### src/rtl/ex_muldiv_if.sv
// ex_muldiv_if
// Bundles the EX-stage connection between the ID/EX pipeline register and
// the multi-cycle RV32M unit.
//   start    : ID/EX holds a valid M-extension instruction
//   flush    : kill the instruction in EX
//   funct3   : M-op select
//   rs1_data : forwarded rs1 operand
//   rs2_data : forwarded rs2 operand
//   stall    : hold IF/ID and ID/EX, bubble EX/MEM
//   done     : one-cycle pulse, result valid
//   result   : registered result
// master = pipeline side, slave = execute unit.
interface ex_muldiv_if;
   logic        start;
   logic        flush;
   logic [2:0]  funct3;
   logic [31:0] rs1_data;
   logic [31:0] rs2_data;
   logic        stall;
   logic        done;
   logic [31:0] result;

   modport master (
      output start, flush, funct3, rs1_data, rs2_data,
      input  stall, done, result
   );

   modport slave (
      input  start, flush, funct3, rs1_data, rs2_data,
      output stall, done, result
   );
endinterface

### src/rtl/ex_muldiv.sv
// ex_muldiv
// Multi-cycle RV32M execute unit. Multiplies with a 32-step shift-add
// datapath and divides with a 32-step restoring divider, both operating on
// operand magnitudes with a sign fix-up at the end. Divide-by-zero and signed
// overflow complete in a single cycle.
// Ports:
//   clk : pipeline clock
//   rst : asynchronous reset, active-low
//   bus : ex_muldiv_if.slave (start/flush/funct3/rs1_data/rs2_data in,
//         stall/done/result out)
module ex_muldiv (
   input  logic       clk,
   input  logic       rst,
   ex_muldiv_if.slave bus
);

   localparam logic [1:0] ST_IDLE = 2'd0;
   localparam logic [1:0] ST_CALC = 2'd1;
   localparam logic [1:0] ST_FIX  = 2'd2;
   localparam logic [1:0] ST_DONE = 2'd3;

   // Two's-complement negate when n is set.
   function automatic logic [31:0] cond_neg32(input logic [31:0] v, input logic n);
      logic [31:0] r;
      if (n) begin
         r = ~v + 32'd1;
      end else begin
         r = v;
      end
      return r;
   endfunction

   logic [1:0]  state_r;
   logic [4:0]  cnt_r;
   logic [1:0]  sel_r;       // funct3[1:0] of the latched op
   logic        is_div_r;
   logic        neg_q_r;     // product / quotient needs negation
   logic        neg_r_r;     // remainder needs negation (dividend sign)
   logic [31:0] acc_r;       // product high word / partial remainder
   logic [31:0] lo_r;        // multiplier -> product low word / dividend -> quotient
   logic [31:0] b_r;         // multiplicand / divisor magnitude
   logic [31:0] result_r;

   logic        a_signed_s;
   logic        b_signed_s;
   logic        a_neg_s;
   logic        b_neg_s;
   logic [31:0] a_mag_s;
   logic [31:0] b_mag_s;
   logic        special_s;
   logic [31:0] special_val_s;
   logic [32:0] mul_sum_s;
   logic [32:0] div_shift_s;
   logic [32:0] div_diff_s;
   logic [63:0] prod_s;
   logic [31:0] fix_val_s;

   // Operand signedness for the op presented in IDLE.
   always_comb begin
      a_signed_s = 1'b0;
      b_signed_s = 1'b0;
      case (bus.funct3)
         3'b001, 3'b100, 3'b110: begin
            a_signed_s = 1'b1;
            b_signed_s = 1'b1;
         end
         3'b010: begin
            a_signed_s = 1'b1;
            b_signed_s = 1'b0;
         end
         default: begin
            a_signed_s = 1'b0;
            b_signed_s = 1'b0;
         end
      endcase
   end

   assign a_neg_s = a_signed_s & bus.rs1_data[31];
   assign b_neg_s = b_signed_s & bus.rs2_data[31];
   // 0x80000000 negates to itself, which is the correct unsigned magnitude.
   assign a_mag_s = cond_neg32(bus.rs1_data, a_neg_s);
   assign b_mag_s = cond_neg32(bus.rs2_data, b_neg_s);

   // Divide special cases that bypass the iterative datapath.
   always_comb begin
      special_s     = 1'b0;
      special_val_s = 32'd0;
      if (bus.funct3[2]) begin
         if (bus.rs2_data == 32'd0) begin
            special_s     = 1'b1;
            special_val_s = bus.funct3[1] ? bus.rs1_data : 32'hFFFF_FFFF;
         end else if (!bus.funct3[0] && (bus.rs1_data == 32'h8000_0000) &&
                      (bus.rs2_data == 32'hFFFF_FFFF)) begin
            special_s     = 1'b1;
            special_val_s = bus.funct3[1] ? 32'd0 : 32'h8000_0000;
         end else begin
            special_s     = 1'b0;
            special_val_s = 32'd0;
         end
      end else begin
         special_s     = 1'b0;
         special_val_s = 32'd0;
      end
   end

   // One iteration of each datapath.
   assign mul_sum_s   = {1'b0, acc_r} + {1'b0, b_r};
   assign div_shift_s = {acc_r, lo_r[31]};
   assign div_diff_s  = div_shift_s - {1'b0, b_r};

   // Sign fix-up and result selection used in FIX.
   assign prod_s = neg_q_r ? (~{acc_r, lo_r} + 64'd1) : {acc_r, lo_r};

   // Final result mux for the FIX state.
   always_comb begin
      fix_val_s = 32'd0;
      if (is_div_r) begin
         if (sel_r[1]) begin
            fix_val_s = cond_neg32(acc_r, neg_r_r);
         end else begin
            fix_val_s = cond_neg32(lo_r, neg_q_r);
         end
      end else begin
         if (sel_r == 2'b00) begin
            fix_val_s = prod_s[31:0];
         end else begin
            fix_val_s = prod_s[63:32];
         end
      end
   end

   // Control FSM and datapath registers.
   always_ff @(posedge clk or negedge rst) begin
      if (!rst) begin
         state_r  <= ST_IDLE;
         cnt_r    <= 5'd0;
         sel_r    <= 2'd0;
         is_div_r <= 1'b0;
         neg_q_r  <= 1'b0;
         neg_r_r  <= 1'b0;
         acc_r    <= 32'd0;
         lo_r     <= 32'd0;
         b_r      <= 32'd0;
         result_r <= 32'd0;
      end else begin
         case (state_r)
            ST_IDLE: begin
               if (bus.start && !bus.flush) begin
                  sel_r    <= bus.funct3[1:0];
                  is_div_r <= bus.funct3[2];
                  neg_q_r  <= a_neg_s ^ b_neg_s;
                  neg_r_r  <= a_neg_s;
                  b_r      <= b_mag_s;
                  lo_r     <= a_mag_s;
                  acc_r    <= 32'd0;
                  cnt_r    <= 5'd0;
                  if (special_s) begin
                     result_r <= special_val_s;
                     state_r  <= ST_DONE;
                  end else begin
                     state_r  <= ST_CALC;
                  end
               end else begin
                  state_r <= ST_IDLE;
               end
            end
            ST_CALC: begin
               if (bus.flush) begin
                  state_r <= ST_IDLE;
               end else begin
                  if (is_div_r) begin
                     // Non-negative trial difference means the divisor fits.
                     if (!div_diff_s[32]) begin
                        acc_r <= div_diff_s[31:0];
                        lo_r  <= {lo_r[30:0], 1'b1};
                     end else begin
                        acc_r <= div_shift_s[31:0];
                        lo_r  <= {lo_r[30:0], 1'b0};
                     end
                  end else begin
                     // Carry out of the add becomes the new product MSB.
                     if (lo_r[0]) begin
                        {acc_r, lo_r} <= {mul_sum_s, lo_r[31:1]};
                     end else begin
                        {acc_r, lo_r} <= {1'b0, acc_r, lo_r[31:1]};
                     end
                  end
                  cnt_r <= cnt_r + 5'd1;
                  if (cnt_r == 5'd31) begin
                     state_r <= ST_FIX;
                  end else begin
                     state_r <= ST_CALC;
                  end
               end
            end
            ST_FIX: begin
               if (bus.flush) begin
                  state_r <= ST_IDLE;
               end else begin
                  result_r <= fix_val_s;
                  state_r  <= ST_DONE;
               end
            end
            ST_DONE: begin
               // The same instruction is still on start; it must not restart.
               state_r <= ST_IDLE;
            end
            default: begin
               state_r <= ST_IDLE;
            end
         endcase
      end
   end

   assign bus.stall  = ((state_r == ST_IDLE) & bus.start & ~bus.flush) |
                       (state_r == ST_CALC) | (state_r == ST_FIX);
   assign bus.done   = (state_r == ST_DONE);
   assign bus.result = result_r;

endmodule

### src/flat_wrapper.sv
// flat-port wrapper written by rule: the top's interface ports become plain ports
module ex_muldiv_flat 
  (clk, rst, bus_start, bus_flush, bus_funct3, bus_rs1_data, bus_rs2_data, bus_stall, bus_done, bus_result);
  ex_muldiv_if bus_i ();
  input  logic clk;
  input  logic rst;
  input wire logic [$bits(bus_i.start)-1:0] bus_start;
  input wire logic [$bits(bus_i.flush)-1:0] bus_flush;
  input wire logic [$bits(bus_i.funct3)-1:0] bus_funct3;
  input wire logic [$bits(bus_i.rs1_data)-1:0] bus_rs1_data;
  input wire logic [$bits(bus_i.rs2_data)-1:0] bus_rs2_data;
  output wire logic [$bits(bus_i.stall)-1:0] bus_stall;
  output wire logic [$bits(bus_i.done)-1:0] bus_done;
  output wire logic [$bits(bus_i.result)-1:0] bus_result;
  assign bus_i.start = bus_start;
  assign bus_i.flush = bus_flush;
  assign bus_i.funct3 = bus_funct3;
  assign bus_i.rs1_data = bus_rs1_data;
  assign bus_i.rs2_data = bus_rs2_data;
  assign bus_stall = bus_i.stall;
  assign bus_done = bus_i.done;
  assign bus_result = bus_i.result;
  ex_muldiv u_core (.clk(clk), .rst(rst), .bus(bus_i));
endmodule
### config.mk
export PLATFORM = sky130hd
export DESIGN_NAME = ex_muldiv_flat
export DESIGN_NICKNAME = d
export VERILOG_FILES = /design/src/rtl/ex_muldiv_if.sv /design/src/rtl/ex_muldiv.sv /design/src/flat_wrapper.sv
export SDC_FILE = /design/constraint.sdc
export NUM_CORES = 1
export LEC_CHECK = 0
export BUFFER_PORTS_ARGS = -buffer_cell sky130_fd_sc_hd__buf_2
export CAP_MARGIN = 20
export CORE_UTILIZATION = 30
export DETAILED_ROUTE_END_ITERATION = 10
export SYNTH_ARGS = -nofsm -noshare
export SYNTH_HDL_FRONTEND = slang
export SYNTH_SLANG_ARGS = --single-unit
### constraint.sdc
create_clock -name clk -period 3.75 [get_ports clk]
set_input_delay 0.75 -clock clk [delete_from_list [all_inputs] [get_ports clk]]
set_output_delay 0.75 -clock clk [all_outputs]
set_load 0.02 [all_outputs]
# == After elaboration in Yosys (flattened, before gate mapping) ==
# Cells that the tools add are included.
# word_totals
regBits,140
in_bits,71
out_inout_bits,34
wordCells,103
# classes
n_addsub,8
n_eq_ne,14
muxes,43
bitwise,13
n_reduce_logical,15
# ops
op,count
$mux 32,24
$pmux 32 s2,3
$add 32x1->32 const B,4
$not 32->32,4
$add 64x1->64 const B,1
$eq 32x32->1 const B,2
$mux 64,1
$not 64->64,1
$add 32x32->33,1
$sub 33x32->33,1
$logic_not 32->1,1
$mux 2,5
$mux 5,2
$pmux 5 s2,1
$pmux 2 s4,1
$eq 3x3->1 const B,2
$mux 1,6
$add 5x1->5 const B,1
$eq 5x5->1 const B,1
$and 1x1->1,4
$eq 2x2->1 const B,2
$logic_not 2->1,2
$ne 2x1->1 const B,2
$ne 2x2->1 const B,2
other kinds (14),19

# == Longest topological paths before layout ==
# logic_depth
ltp_word,9
depth_mapped,14
ltp_nobuf,12

# == Worst setup path before layout ==
# No wires, ideal clock.
# synth_timing
kind,flip-flop to flip-flop
startpoint,register u_core.acc_r[0]
endpoint,register u_core.acc_r[29]
setup_time_ns,0.122
arrival_time_ns,3.223
t_required_ns,3.628
slack_ns,0.405
path_stages_with_launch,14
n_path_buf,2
synth_period_minus_slack_ns,3.345
cell_sequence,dfrtp_1 > clkbuf_1 > inv_1 > fa_1 > nor2b_1 > o31a_1 > o2111ai_1 > a31oi_1 > o211a_1 > nor4_1 > nor2_1 > buf_2 > o211ai_1 > a32o_1
# synth_via
elab_chain_cells,5
elab_cells_between_ends,7
cone_classes,2 x add/sub; 5 x mux
# synth_lines
item,line_no,source
start: declaration,ex_muldiv.sv:39,logic [31:0] acc_r;
start signal: assignment,ex_muldiv.sv:174,acc_r <= div_diff_s[31:0];
start signal: assignment,ex_muldiv.sv:177,acc_r <= div_shift_s[31:0];
start signal: assignment,ex_muldiv.sv:183,"{acc_r, lo_r} <= {mul_sum_s, lo_r[31:1]};"
$sub 33x32->33 or $add 32x32->33 (tied branches),"ex_muldiv.sv:109, ex_muldiv.sv:107",
"$mux 32, on equally long branches","ex_muldiv.sv:173, ex_muldiv.sv:182",
$mux 32 *,ex_muldiv.sv:171,if (is_div_r) begin
$mux 32 *,ex_muldiv.sv:168,if (bus.flush) begin
$pmux 32 s2 *,ex_muldiv.sv:146,case (state_r)
# Every way passes the cells marked *; elsewhere a longest branch is shown, timed or not. The select of a mux whose other input is x is not followed.
# A chain may end at the register's enable or synchronous reset.

# == Worst setup path after layout ==
# layout_timing
startpoint,register u_core.acc_r[6]
endpoint,register u_core.result_r[29] (netlist: u_core.bus.result[29])
# layout_via
elab_chain_cells,7
elab_cells_between_ends,11
cone_classes,2 x add/sub; 7 x mux; 2 x bitwise
# layout_lines
item,line_no,source
$not 64->64 or $not 32->32 (tied branches),"ex_muldiv.sv:112, ex_muldiv.sv:26",
$add 64x1->64 or $add 32x1->32 (tied branches),"ex_muldiv.sv:112, ex_muldiv.sv:26",
$mux 64 or $mux 32 (tied branches),"ex_muldiv.sv:112, ex_muldiv.sv:25",
"$mux 32, on equally long branches","ex_muldiv.sv:124, ex_muldiv.sv:118",
$mux 32 *,ex_muldiv.sv:117,if (is_div_r) begin
$mux 32 *,ex_muldiv.sv:197,if (bus.flush) begin
$pmux 32 s2 *,ex_muldiv.sv:146,
end signal: assignment,ex_muldiv.sv:158,result_r <= special_val_s;
end signal: assignment,ex_muldiv.sv:200,result_r <= fix_val_s;
end: declaration,ex_muldiv.sv:42,logic [31:0] result_r;
# Marks and branches as above.

==> flow_summary.yaml <==
outcome:
  status: "complete, no violations"
global_routing:
  grt_pass1_vias: 14730
  track_usage_pct: 23.51
  grt_overflow: 0
  antenna_found_initial: 1
  grt_start_max_net_pins: 73
  grt_pass1_wl_um: 89550
sta:
  post-route-period-util_pct: 94.97
  grt_setup_unrepaired: "true"
  min_period_ns: 3.561
  finalSetupViolations: 0
  worstMarginPinSlew_ns: 0.8922
  slew_viol_final: 0
  final_hold_viol_count: 0
  whs_ns: 0.2092
  slew_headroom_pct: 40.45
  max_freq_mhz: 280.8
  skew_ns: 0.02076
floorplan:
  core_sq_um: 48050
  floorplan.initialDensity_pct: 30.58
  die_y_um: 223.3
  rows: 80
  die_x_um: 223.3
  io_pins: 105
  dieArea_sq_um: 49870
clock_tree:
  hold_buffers: 0
  clockBufferDepth: 2
  clkLatencyLatePin_ns: 0.48
  cts_setup_buffers: 0
  clk_pin_slew_worst_paths_ns: 0.07
  cts_buffers: 17
  root_buffer: "clkbuf_16"
  tritoncts: "done"
  cts.sinks: 140
  htree_levels: 4
detailed_routing:
  first_iter_violations: 1463
  detail_route.first_pass.iterations: 6
  detail-route-antenna-nets: 0
  drc: 0
  via_per_inst: 5.773
  wire_per_inst_um: 21.68
  vias: 15600
  routed_wl_um: 58580
setup_path:
  cp-end-kind: "flip-flop"
  required_ns: 4.08
  cp-start-kind: "flip-flop"
  critPathMaxFanout: 9
  crit_arrival_ns: 3.89
  worst-setup-path-type: "reg -> reg"
synth:
  yosysMostFrequentCell: "nand2_1"
  syn_inst: 1973
  yosysSeqAreaShare_pct: 23.84
  synth.area.top_cells: "dfrtp_1 24%, o21ai_0 8.7%, nand2_1 6.7%"
  ys_seq_elements: 140
  synth.top_cell.area_share_pct: 23.84
  ys.flop_type: "dfrtp_1"
  synth_top_area_cell: "dfrtp_1"
  synth_fp_nets: 2117
  yosysWarnings: 0
  synth_edf_count: 0
  async_flop_share_pct: 100.0
  synth_cell_type_count: 79
  synthesis.area_sq_um: 14690
  synth_common_cells: "261 x nand2_1, 256 x o21ai_0, 140 x dfrtp_1"
  synth.avg_cell_area_sq_um: 7.447
final_layout:
  syn2layout_area_growth_pct: 16.26
  num_antenna_cells: 0
  drive_gt1_share_pct: 13.90
  final_net_count: 2218
  num-fill-cells: 5099
  layout.cells.non_filler: 2702
power:
  power.leakage_nw: 7.252
  ir_drop_uv: 422.3
  total_power_w: 0.01231
  power.density_nw_per_um2: 720.6
place:
  dpl.hpwl_um: 44660
  gp_congestion: 0.9951
  port_buffers: 104
  placed_cells: 2669
run:
  max_cap_viol_count: 0
min_path:
  hold_path.class: "in -> async"
==> where the power goes <==
part	switching, W	internal, W	leakage (nW)
Clock	0.000791	0.00127	0.326
Sequential	0.000528	0.00185	1.77
Combinational	0.00477	0.00310	5.15
Total	0.00608	0.00623	7.25
==> sequential cells by signal (all words and copies together) (netlist names) <==
signal	cells
u_core.acc_r	32
u_core.b_r	32
u_core.bus.result	32
u_core.lo_r	32
u_core.cnt_r	5
u_core.sel_r	2
u_core.state_r	2
u_core.is_div_r	1
u_core.neg_q_r	1
u_core.neg_r_r	1
==> path summary, 6_finish.rpt <==
path | from | to | cells past startpoint | slack, ns
max | u_core.acc_r[6] | u_core.bus.result[29] | 10 | 0.19
min | rst | u_core.b_r[24] | 1 | 0.21
max reg2reg | u_core.acc_r[6] | u_core.bus.result[29] | 10 | 0.19
min reg2reg | u_core.bus.result[9] | u_core.bus.result[9] | 2 | 0.47
max in group asynchronous | rst | u_core.bus.result[0] | 2 | 2.71
min in group clk | u_core.bus.result[9] | u_core.bus.result[9] | 2 | 0.47
==> layout make-up <==
class	count	area, sq um	share of cell area [%]
well taps	615	769.5	4.505
inverters	65	244.0	1.428
clock buffers	18	439.2	2.571
repair buffers	212	1388	8.123
multi-input cells	1638	10500	61.44
clock inverters	14	240.2	1.406
flip-flops and latches	140	3506	20.52
==> metrics by stage <==
step                      setup TNS, ns  instance area, sq um  utilization [%]  setup slack [ns]
after floorplan                       0                 14690                -            0.4054
after global placement                0                 16360            34.06            0.1492
after detailed placement              0                 16360            34.06            0.1174
after CTS                             0                 17040            35.47           0.09544
after global routing          -0.008378                 17080            35.55         -0.008378
final                                 0                 17080            35.55            0.1888
==> kinds of logic after synthesis <==
kind of cell	synth area share, %
AOI/OAI and AO/OA	27.82
and+or+nand+nor	21.85
muxes	3.670
xor gates and xnor gates	11.39
buffers and inverters	5.109
DFF	23.84
adders and majority gates	6.319
==> critical path, cell delays in order (launching register included) <==
cell	delay, ns
dfrtp_1	0.38
buf_4	0.18
nor4_2	0.42
nand4_1	0.40
or3_1	0.49
or4_1	0.58
nand2_1	0.11
xor2_1	0.16
a211oi_1	0.09
nor2_1	0.45
a31oi_1	0.15
==> layout by cell type, fill, tap and decap left out, drive strengths merged, types with 9 or more instances in the layout <==
| cell | instances |
|---|---|
| nand3 | 37 |
| nor3b | 11 |
| clkbuf | 18 |
| o21ai | 258 |
| nand2 | 262 |
| a21o | 30 |
| a31oi | 31 |
| a211oi | 27 |
| o41ai | 16 |
| dfrtp | 140 |
| a21oi | 113 |
| o211ai | 28 |
| nor3 | 37 |
| nand2b | 31 |
| nor2b | 21 |
| or4 | 15 |
| o31ai | 37 |
| or3 | 25 |
| ha | 71 |
| xor2 | 81 |
| inv | 65 |
| and2 | 14 |
| xnor2 | 110 |
| nand4 | 23 |
| o211a | 9 |
| mux2i | 46 |
| nor2 | 135 |
| o221ai | 13 |
| buf | 212 |
| o22ai | 9 |
| nor4 | 21 |
| or2 | 15 |
==> metal layers <==
metal  vias to the layer above  part of all wire [%]  track usage, %  wire length, um
li1                       7362                     -               -                -
met1                      7518                    44           31.40            25660
met2                       606                    45           37.27            26450
met3                       111                   6.9           3.372             4045
met4                         2                   4.1           11.14             2416
met5                         -                 0.019               0               11
==> what timing repair did <==
item,in CTS,in global routing
endpoints found under the setup margin,0,18
endpoints found under the hold margin,0,0
gates resized for setup,0,6
Note: power is estimated with default switching activity, not from simulation.
